## config.mk

```make
export PLATFORM = sky130hd
export DESIGN_NAME = pipe_gap_gen_flat
export DESIGN_NICKNAME = d
export VERILOG_FILES = /design/src/rtl/pipe_gap_gen_pkg.sv /design/src/rtl/pipe_gap_gen_if.sv /design/src/rtl/pipe_gap_gen.sv /design/src/flat_wrapper.sv
export SDC_FILE = /design/constraint.sdc
export NUM_CORES = 1
export LEC_CHECK = 0
export BUFFER_PORTS_ARGS = -buffer_cell sky130_fd_sc_hd__buf_4
export CAP_MARGIN = 20
export CORE_UTILIZATION = 29
export DETAILED_ROUTE_END_ITERATION = 6
export HOLD_SLACK_MARGIN = 0.03
export MAX_ROUTING_LAYER = met4
export PLACE_DENSITY = 0.52
export SLEW_MARGIN = 20
export SYNTH_ARGS = -nofsm -noshare
export SYNTH_HDL_FRONTEND = slang
export SYNTH_SLANG_ARGS = --single-unit
export TNS_END_PERCENT = 5
```

## constraint.sdc

```tcl
create_clock -name clk -period 1.6 [get_ports clk]
set_input_delay 0.24 -clock clk [delete_from_list [all_inputs] [get_ports clk]]
set_output_delay 0.24 -clock clk [all_outputs]
set_load 0.02 [all_outputs]
```

## src/rtl/pipe_gap_gen_pkg.sv

```systemverilog
// pipe_pkg: shared types and constants for the pipe-gap generator and the
// scroller that consumes its output.
//   gap_state_t    : reducer FSM encoding (IDLE, REDUCE)
//   GAP_RESET_ROW  : gap-top row used after reset (middle of the legal band)
package pipe_pkg;

  localparam int PIPE_RAND_W   = 10;
  localparam int PIPE_OUT_W    = 4;
  localparam int PIPE_RANGE    = 10;
  localparam int PIPE_MIN_TOP  = 1;
  localparam int PIPE_MAX_STEP = 4;

  localparam int GAP_RESET_ROW = PIPE_MIN_TOP + PIPE_RANGE / 2;

  typedef enum logic {
    IDLE   = 1'b0,
    REDUCE = 1'b1
  } gap_state_t;

endpackage

```

## src/rtl/pipe_gap_gen_if.sv

```systemverilog
// pipe_gap_gen_if: request/result bundle between the pipe scroller and the
// gap generator.
//   req      : scroller -> generator, request a new gap row
//   rand_in  : scroller -> generator, LFSR value sampled on an accepted req
//   gap_top  : generator -> scroller, current gap-top row (held)
//   valid    : generator -> scroller, one-cycle pulse on a new gap_top
//   busy     : generator -> scroller, a request is being reduced
// Modports: master = requester side, slave = generator side.
interface pipe_gap_gen_if #(
  parameter int RAND_W = 10,
  parameter int OUT_W  = 4
);
  logic              req;
  logic [RAND_W-1:0] rand_in;
  logic [OUT_W-1:0]  gap_top;
  logic              valid;
  logic              busy;

  modport master (output req, output rand_in,
                  input  gap_top, input valid, input busy);
  modport slave  (input  req, input rand_in,
                  output gap_top, output valid, output busy);
endinterface

```

## src/rtl/pipe_gap_gen.sv

```systemverilog
// pipe_gap_gen: turns a free-running LFSR value into a legal pipe-gap row.
// On an accepted req the random value is latched and reduced modulo RANGE by
// repeated subtraction (one subtraction per clock), then offset by MIN_TOP and
// presented on gap_top with a one-cycle valid pulse.
// Ports:
//   clk    : system clock
//   reset  : synchronous, active-high reset
//   gif    : pipe_gap_gen_if.slave (req, rand_in in; gap_top, valid, busy out)
// Optional feature: define PIPE_GAP_CLAMP_EN to limit each gap change to
// +/-MAX_STEP rows relative to the previous gap_top.
module pipe_gap_gen
  import pipe_pkg::*;
#(
  parameter int RAND_W   = PIPE_RAND_W,
  parameter int OUT_W    = PIPE_OUT_W,
  parameter int RANGE    = PIPE_RANGE,
  parameter int MIN_TOP  = PIPE_MIN_TOP,
  parameter int MAX_STEP = PIPE_MAX_STEP
) (
  input  logic                 clk,
  input  logic                 reset,
  pipe_gap_gen_if.slave        gif
);

  gap_state_t        state_q, state_d;
  logic [RAND_W-1:0] r_q, r_d;
  logic [OUT_W-1:0]  gap_top_q, gap_top_d;
  logic              valid_q, valid_d;
  logic              busy_q, busy_d;
  logic [OUT_W-1:0]  cand;

  // Limit the step from prev to cand. Done one bit wider so prev+MAX_STEP
  // cannot wrap; the low side compares cand+MAX_STEP < prev to avoid the
  // underflow of prev-MAX_STEP.
  function automatic logic [OUT_W-1:0] clamp_gap(input logic [OUT_W-1:0] c,
                                                 input logic [OUT_W-1:0] prev);
    logic [OUT_W:0] cw, pw, step;
    cw   = {1'b0, c};
    pw   = {1'b0, prev};
    step = (OUT_W+1)'(MAX_STEP);
    if (cw > pw + step)
      clamp_gap = prev + step[OUT_W-1:0];
    else if (cw + step < pw)
      clamp_gap = prev - step[OUT_W-1:0];
    else
      clamp_gap = c;
  endfunction

  // r is below RANGE here, so its low OUT_W bits hold the whole value.
  assign cand = r_q[OUT_W-1:0] + OUT_W'(MIN_TOP);

  always_comb begin
    state_d   = state_q;
    r_d       = r_q;
    gap_top_d = gap_top_q;
    valid_d   = 1'b0;
    case (state_q)
      IDLE: begin
        if (gif.req) begin
          r_d     = gif.rand_in;
          state_d = REDUCE;
        end
      end
      REDUCE: begin
        if (r_q >= RAND_W'(RANGE)) begin
          r_d = r_q - RAND_W'(RANGE);
        end else begin
`ifdef PIPE_GAP_CLAMP_EN
          gap_top_d = clamp_gap(cand, gap_top_q);
`else
          gap_top_d = cand;
`endif
          valid_d   = 1'b1;
          state_d   = IDLE;
        end
      end
      default: state_d = IDLE;
    endcase
    busy_d = (state_d == REDUCE);
  end

  always_ff @(posedge clk) begin
    if (reset) begin
      state_q   <= IDLE;
      valid_q   <= 1'b0;
      busy_q    <= 1'b0;
      gap_top_q <= OUT_W'(GAP_RESET_ROW);
    end else begin
      state_q   <= state_d;
      valid_q   <= valid_d;
      busy_q    <= busy_d;
      gap_top_q <= gap_top_d;
    end
  end

  // Working remainder needs no reset: it is reloaded on every accepted req.
  always_ff @(posedge clk) begin
    r_q <= r_d;
  end

  assign gif.gap_top = gap_top_q;
  assign gif.valid   = valid_q;
  assign gif.busy    = busy_q;

endmodule

```

## src/flat_wrapper.sv

```systemverilog
// flat-port wrapper written by rule: the top's interface ports become plain ports
module pipe_gap_gen_flat import pipe_pkg::*;
#(
  parameter int RAND_W   = PIPE_RAND_W,
  parameter int OUT_W    = PIPE_OUT_W,
  parameter int RANGE    = PIPE_RANGE,
  parameter int MIN_TOP  = PIPE_MIN_TOP,
  parameter int MAX_STEP = PIPE_MAX_STEP
)
  (clk, reset, gif_req, gif_rand_in, gif_gap_top, gif_valid, gif_busy);
  pipe_gap_gen_if #(.RAND_W(RAND_W), .OUT_W(OUT_W)) gif_i ();
  input  logic clk;
  input  logic reset;
  input wire logic [$bits(gif_i.req)-1:0] gif_req;
  input wire logic [$bits(gif_i.rand_in)-1:0] gif_rand_in;
  output wire logic [$bits(gif_i.gap_top)-1:0] gif_gap_top;
  output wire logic [$bits(gif_i.valid)-1:0] gif_valid;
  output wire logic [$bits(gif_i.busy)-1:0] gif_busy;
  assign gif_i.req = gif_req;
  assign gif_i.rand_in = gif_rand_in;
  assign gif_gap_top = gif_i.gap_top;
  assign gif_valid = gif_i.valid;
  assign gif_busy = gif_i.busy;
  pipe_gap_gen #(.RAND_W(RAND_W), .OUT_W(OUT_W), .RANGE(RANGE), .MIN_TOP(MIN_TOP), .MAX_STEP(MAX_STEP)) u_core (.clk(clk), .reset(reset), .gif(gif_i));
endmodule
```

# After elaboration in Yosys (flattened, before gate mapping)
# Index checks and enable logic that the tools add are counted.
# W data, S select, Z words.
# op_classes
n_addsub	2
order_cmp	1
eq_ne	2
mux	7
bitwise_logic	2
n_reduce_logical	3
# ops
cell	n
$mux W10	2
$pmux W10 S2	1
$ge A10 B4 Y1 const B	1
$sub A10 B4 Y10 const B	1
$add A4 B1 Y4 const B	1
$ne A2 B2 Y1 const B	2
$reduce_and A2 Y1	2
$mux W1	3
$not A1 Y1	2
$pmux W1 S2	1
$reduce_or A2 Y1	1
# word_totals
register_bits	16
inputBits	13
out_inout_bits	6
elab_cells	21

# Logic depth before layout (Yosys ltp)
# Gate-level depths: netlist of the first run.
# logic_depth
word_depth	3
mapped_depth	5
mapped_depth_nobuf	5

# Worst setup path before layout of the first run
# Ideal clock, no wire load.
# synth_timing
path_kind	reg-to-reg
from	register u_core.gif.busy (netlist name)
to	register u_core.r_q[1] (enable)
setup_time_ns	0.336
arrival_time_ns	1.386
required_ns	1.264
path_slack_ns	-0.122
path_stages_with_launch	4
path_buffers	2
synth_period_minus_slack_ns	1.722
path_cell_list	dfxtp_1 clkbuf_1 clkbuf_1 o21a_1
# synth_rtl
element	line_no	text
end signal: assignment	pipe_gap_gen.sv:98	r_q <= r_d;
end: declaration	pipe_gap_gen.sv:26	logic [RAND_W-1:0] r_q, r_d;

# Worst setup path in the final report of the first run
# layout_timing
from	register u_core.r_q[6]
to	register u_core.r_q[9], data pin
# layout_between
elab_chain_len	3
# layout_lines
element	line_no	text
$sub A10 B4 Y10	pipe_gap_gen.sv:66	r_d = r_q - RAND_W'(RANGE);
$mux W10	pipe_gap_gen.sv:65	if (r_q >= RAND_W'(RANGE)) begin
$pmux W10 S2	pipe_gap_gen.sv:57	case (state_q)
via u_core.r_d[9]	pipe_gap_gen.sv:26	
# The timed path passes the listed nets, and every way through them passes these cells. The select of a mux whose other input is x is not followed.
# A chain may end at the register's enable or synchronous reset.

==> results of run 1 <==
cell usage in the layout (no fill, tap or decap), drive strengths merged, types with 2 or more instances in the layout:
cell type	instances
a31oi	4
buf	31
clkbuf	4
dfxtp	6
edfxtp	10
ha	4
inv	4
mux2	4
mux2i	3
nand2b	3
nor2	11
nor2b	6
o21a	2
o21ai	3
o311ai	2
o31ai	2
or3	3
xnor2	2
per-layer routing:
metal | routed length, µm | up-vias
li1 | - | 364
met5 | 0 | -
met1 | 816 | 313
met4 | 19 | 0
met2 | 778 | 9
met3 | 62 | 2
synth_stat cells, types with 3 or more instances:
cell	n	share of area, %
ha_1	4	5.7
a31oi_1	4	2.9
mux2_2	4	5.2
o21ai_0	3	1.7
dfxtp_1	6	14
nor2_1	11	4.7
mux2i_1	3	3.4
nand2b_1	3	2.2
edfxtp_1	10	34
inv_1	4	1.7
nor2b_1	6	4.3
final timing paths:
| kind | cells past startpoint | slack (ns) | to | start |
|---|---|---|---|---|
| min | 2 | 0.16 | u_core.gif.valid$_SDFF_PP0_ | reset |
| min reg2reg | 2 | 0.48 | u_core.gif.gap_top[3]$_SDFFE_PP0P_ | u_core.gif.gap_top[3]$_SDFFE_PP0P_ |
| max reg2reg | 3 | -0.05 | u_core.r_q[9]$_DFFE_PP_ | u_core.r_q[6]$_DFFE_PP_ |
| max | 3 | -0.05 | u_core.r_q[9]$_DFFE_PP_ | u_core.r_q[6]$_DFFE_PP_ |
worst register-to-register path, stage by stage (launching register included):
cell and delay (ns):
edfxtp_1 0.40, or3_4 0.41, or4b_1 0.50, a31oi_1 0.19
cells by family (layout without fill, tap and decap cells):
| logic type | after synthesis | count (layout) |
|---|---|---|
| AO/OA/AOI/OAI | 17 | 17 |
| XOR/XNOR | 3 | 3 |
| adder cells (fa/ha/maj) | 4 | 4 |
| buffers and inverters | 6 | 39 |
| flip-flops | 16 | 16 |
| multiplexers | 7 | 7 |
| AND/OR/NAND/NOR | 28 | 28 |
sequential cells by signal, summed over array words and instances (netlist names):
name,cells
u_core.r_q,10
u_core.gif.gap_top,4
u_core.gif.busy,1
u_core.gif.valid,1
what timing repair did:
action / 4_1_cts / 5_1_grt
setup buffers: 3 / 0
endpoints found under the setup margin: 11 / 18
cloned: 0 / 0
pin swaps: 1 / 2
resized for setup: 0 / 5
power by group through the flow:
stage          Clock, mW  Combinational [mW]  Sequential, mW
3_5_place_dp           0               0.213           0.519
3_3_place_gp           0               0.211           0.518
4_1_cts            0.284               0.229           0.507
5_1_grt            0.296               0.259           0.515
2_1_floorplan          0               0.118           0.521
6_report           0.270               0.233           0.509
area by class of cell:
cell class	count	area [µm²]
inverter	4	15.01
clock buffer	4	36.28
multi-input combinational	59	447.9
fill	289	1614
timing repair buffer	31	232.7
tap	31	38.79
sequential	16	420.4
metrics by stage:
step / worst slack [ns] / utilization [%] / std cells / area [µm²] / total power [mW]
floorplan: -0.02823 / - / 81 / 880.8 / 0.6385
global placement: 0.01536 / 40.01 / 138 / 1122 / 0.7288
detailed placement: -0.01265 / 40.01 / 138 / 1122 / 0.7317
CTS: -0.02331 / 42.11 / 145 / 1181 / 1.020
global route: -0.1382 / 42.46 / 145 / 1191 / 1.071
finish: -0.05364 / 42.46 / 145 / 1191 / 1.012
==> results.yml, run 1 <==
floorplanning:
  fp.dieH_um: 56.80
  start_util_pct: 31.04
  die_w_um: 56.80
  die-area_um2: 3226
  core_area_um2: 2805
  row_count: 19
  io_pins: 19
finish:
  synthToLayoutAreaGrowth_pct: 36.78
  drive_gt1_share_pct: 42.11
  fin_nets: 132
  diodes: 0
timing:
  worst_pin_slew_ns: 0.2920
  timing.final.crit_share_pct: 103.4
  rsz0062_at_grt: "true"
  tns_ns: -0.05364
  hold_viol_final: 0
  fmax_ghz: 0.6047
  hold_ws_ns: 0.1606
  max_slew_margin_pct: 80.29
  finClkSkew_ns: 0.0005564
  setup_violations: 1
  worst_slack_ns: -0.05364
  drv_slew: 0
  min_period_ns: 1.654
yosys:
  synth-simple-area-share_pct: 18.10
  synth_seq_cells: 16
  synth_area_um2: 870.8
  ys.flop_type: "edfxtp_1"
  synth-xor-area-share_pct: 3.017
  synth-seq-area-share_pct: 48.28
  synth-edff-count: 10
  async_flop_share_pct: 0
  synth_cell_types: 28
  syn_inst: 81
  synth_top_family_by_area: "simple AND/OR/NAND/NOR gates"
  synth_fp_nets: 98
  synth-adder-area-share_pct: 5.747
  syn_area_per_cell_um2: 10.75
  synth_compound_area_share_pct: 13.65
  synthMuxAreaShare_pct: 8.621
  yosysWarningCount: 0
critical_path:
  critPathCaptureType: "flop"
  critPathMaxFanout: 5
  critPathKind: "flop to flop"
  crit_buf_inv: 0
  cp.arrival_ns: 1.79
  critPathSlowestCell: "or4b_1"
  required_ns: 1.73
  cpPeakStageDelay_ns: 0.50
  cp-start-kind: "flop"
  worstPathCellList: "or3_4 -> or4b_1 -> a31oi_1"
  path_delay_family: "simple AND/OR/NAND/NOR gates"
power:
  ir_worst_vdd_v: 0.0003394
  powerDensity_nw_per_um2: 849.2
  p_switching_mw: 0.2599
  leakage_nw: 0.5149
  clkPwrFrac_pct: 26.7
  intPower_mw: 0.7517
  combPwrFrac_pct: 23.0
  swShare_pct: 25.69
  p_seq_share_pct: 50.3
clock_tree:
  clock_path_buffers: 2
  path_clk_slew_ns: 0.10
  cts-root-buf: "clkbuf_4"
  clkLatencyLatePin_ns: 0.28
  ctsHoldBuffers: 0
  cts_tree: "built"
  numCtsBuffers: 3
  clkSinkCount: 16
  htreeDepth: 1
grt:
  grt_pass1_vias: 658
  grt_use_met1_pct: 14.31
  grt.total_usage_pct: 11.75
  grt_overflow_total: 0
  top_usage_layer: "met2"
  grt_pass1_wl_mm: 2.808
  met2_usage_pct: 18.37
  global_route.usage.met3_pct: 2.304
  grt_max_degree: 16
  antenna_found_initial: 0
route:
  wire_per_inst_um: 11.56
  vias: 688
  antenna_left: 0
  drc: 2
  first_pass_iters: 5
  first_iter_violations: 14
  finalWirelength_mm: 1.676
  vias_per_cell: 4.745
hold_path:
  hold_class: "input pin to flop"
job:
  cap_violations: 0
placed_design:
  place_congestion: 0.7404
  place_hpwl_mm: 1.253
  port_buffers: 18
status:
  violations: "design-rule violations, negative setup slack"
  status: "finished with violations"
(Power assumes the default switching activity.)
==> run 2: changes to the inputs <==
Settings changed: GPL_TIMING_DRIVEN set to 0.
==> results.yml, run 2 (synthesized netlist as in run 1, its figures left out) <==
timing:
  worst_slack_ns: -0.03239
  finClkSkew_ns: 0.0008135
  hold_viol_final: 0
  drv_slew: 0
  fmax_ghz: 0.6126
  rsz0062_at_grt: "true"
  tns_ns: -0.05513
  worst_pin_slew_ns: 0.3071
  hold_ws_ns: 0.1683
  min_period_ns: 1.632
  setup_violations: 9
  max_slew_margin_pct: 79.27
  timing.final.crit_share_pct: 102.0
power:
  powerDensity_nw_per_um2: 859.0
  p_seq_share_pct: 50.5
  p_switching_mw: 0.2661
  ir_worst_vdd_v: 0.0003994
  swShare_pct: 26.39
  leakage_nw: 0.5013
  intPower_mw: 0.7421
  combPwrFrac_pct: 22.7
  clkPwrFrac_pct: 26.8
critical_path:
  cp.arrival_ns: 1.77
  critPathSlowestCell: "or4b_1"
  cpPeakStageDelay_ns: 0.51
  critPathCaptureType: "flop"
  cp-start-kind: "flop"
  rr_startpoint: "u_core.r_q[5]$_DFFE_PP_"
  required_ns: 1.73
  critPathKind: "flop to flop"
  crit_start: "u_core.r_q[5]$_DFFE_PP_"
  worstPathCellList: "or3_4 -> or4b_1 -> a31oi_1"
  critPathMaxFanout: 5
route:
  vias_per_cell: 5.014
  antenna_left: 0
  first_pass_iters: 6
  drc: 2
  finalWirelength_mm: 1.808
  first_iter_violations: 10
  vias: 712
  wire_per_inst_um: 12.73
clock_tree:
  ctsHoldBuffers: 0
  clkSinkCount: 16
  htreeDepth: 1
  clkLatencyLatePin_ns: 0.28
  cts_tree: "built"
  clock_path_buffers: 2
  path_clk_slew_ns: 0.10
  cts-root-buf: "clkbuf_4"
  numCtsBuffers: 3
finish:
  regMostFlops: "u_core.r_q"
  final_common_cell: "buf_4"
  final_util_pct: 41.84
  drive_gt1_share_pct: 39.64
  instances_no_fill: 142
  final_cell_mix: "buf_4, nor2_1, edfxtp_1"
  largest_reg_flops: 10
  fin_nets: 129
  synthToLayoutAreaGrowth_pct: 34.77
  diodes: 0
grt:
  grt.total_usage_pct: 12.92
  grt_max_degree: 11
  grt_pass1_wl_mm: 3.187
  antenna_found_initial: 0
  grt_pass1_vias: 709
  grt_overflow_total: 0
status:
  violations: "design-rule violations, negative setup slack"
  status: "finished with violations"
hold_path:
  min_from: "reset"
  hold_class: "input pin to flop"
placed_design:
  placed_cells: 130
  place_congestion: 0.7811
  place_hpwl_mm: 1.255
  port_buffers: 18
job:
  cap_violations: 0
floorplanning:
  die_w_um: 56.80
  start_util_pct: 31.04
  core_area_um2: 2805
  row_count: 19
  fp.dieH_um: 56.80
  io_pins: 19
  die-area_um2: 3226
==> run 2: cell types whose count changed in the layout (fill, tap and decap cells not counted), sizes merged <==
cell | before | now
buf | 31 | 26
clkbuf | 4 | 6
==> run 2: routing by layer <==
metal  part of all wire (%)  vias up  global-route usage (%)
li1                       -      360                       -
met1                     49      341                   17.35
met2                     48        9                   20.41
met3                    2.8        2                   2.074
met4                   0.44        0                   3.136
met5                      0        -                       -
==> run 2: stage by stage <==
stage	total power, mW	cell area [µm²]	worst slack, ns
after detailed placement	0.7031	1055	-0.2378
after floorplan	0.6385	880.8	-0.02823
after global placement	0.6990	1055	-0.2434
after global routing	1.074	1174	-0.1254
after CTS	1.011	1151	-0.02843
final	1.008	1174	-0.03239
==> run 2: layout make-up <==
cell class	instances	area, µm²
repair buffers	26	195.2
plain buffers	2	10.01
flip-flops and latches	16	420.4
inverters	4	15.01
clock buffers	4	36.28
well taps	31	38.79
fillers	282	1632
multi-input cells	59	457.9
==> run 2: worst paths after layout <==
path / end / slack (ns) / depth (start not counted)
worst max-delay path: u_core.r_q[9]$_DFFE_PP_ / -0.03 / 3
worst min register to register: u_core.gif.gap_top[3]$_SDFFE_PP0P_ / 0.48 / 2
worst min-delay path: u_core.gif.valid$_SDFF_PP0_ / 0.17 / 2
worst max register to register: u_core.r_q[9]$_DFFE_PP_ / -0.03 / 3
==> run 2: what timing repair did <==
| action | in CTS | in global routing |
|---|---|---|
| resized for setup | 3 | 4 |
| setup endpoints to repair | 20 | 18 |
| cloned | 0 | 0 |
| buffers inserted | 7 | 1 |
| pin swaps | 4 | 2 |
==> run 2: power groups by stage <==
stage	registers (mW)	logic, mW	clock network (mW)
5_1_grt	0.514	0.255	0.305
4_1_cts	0.509	0.217	0.285
2_1_floorplan	0.521	0.118	0
6_report	0.509	0.229	0.270
3_5_place_dp	0.530	0.174	0
3_3_place_gp	0.527	0.172	0
==> run 2: critical path, delay by kind of cell (launching register included) <==
kind,cells,cell delay [ns]
and+or+nand+nor,2,0.93
AOI/OAI and AO/OA,1,0.14
DFF,1,0.41
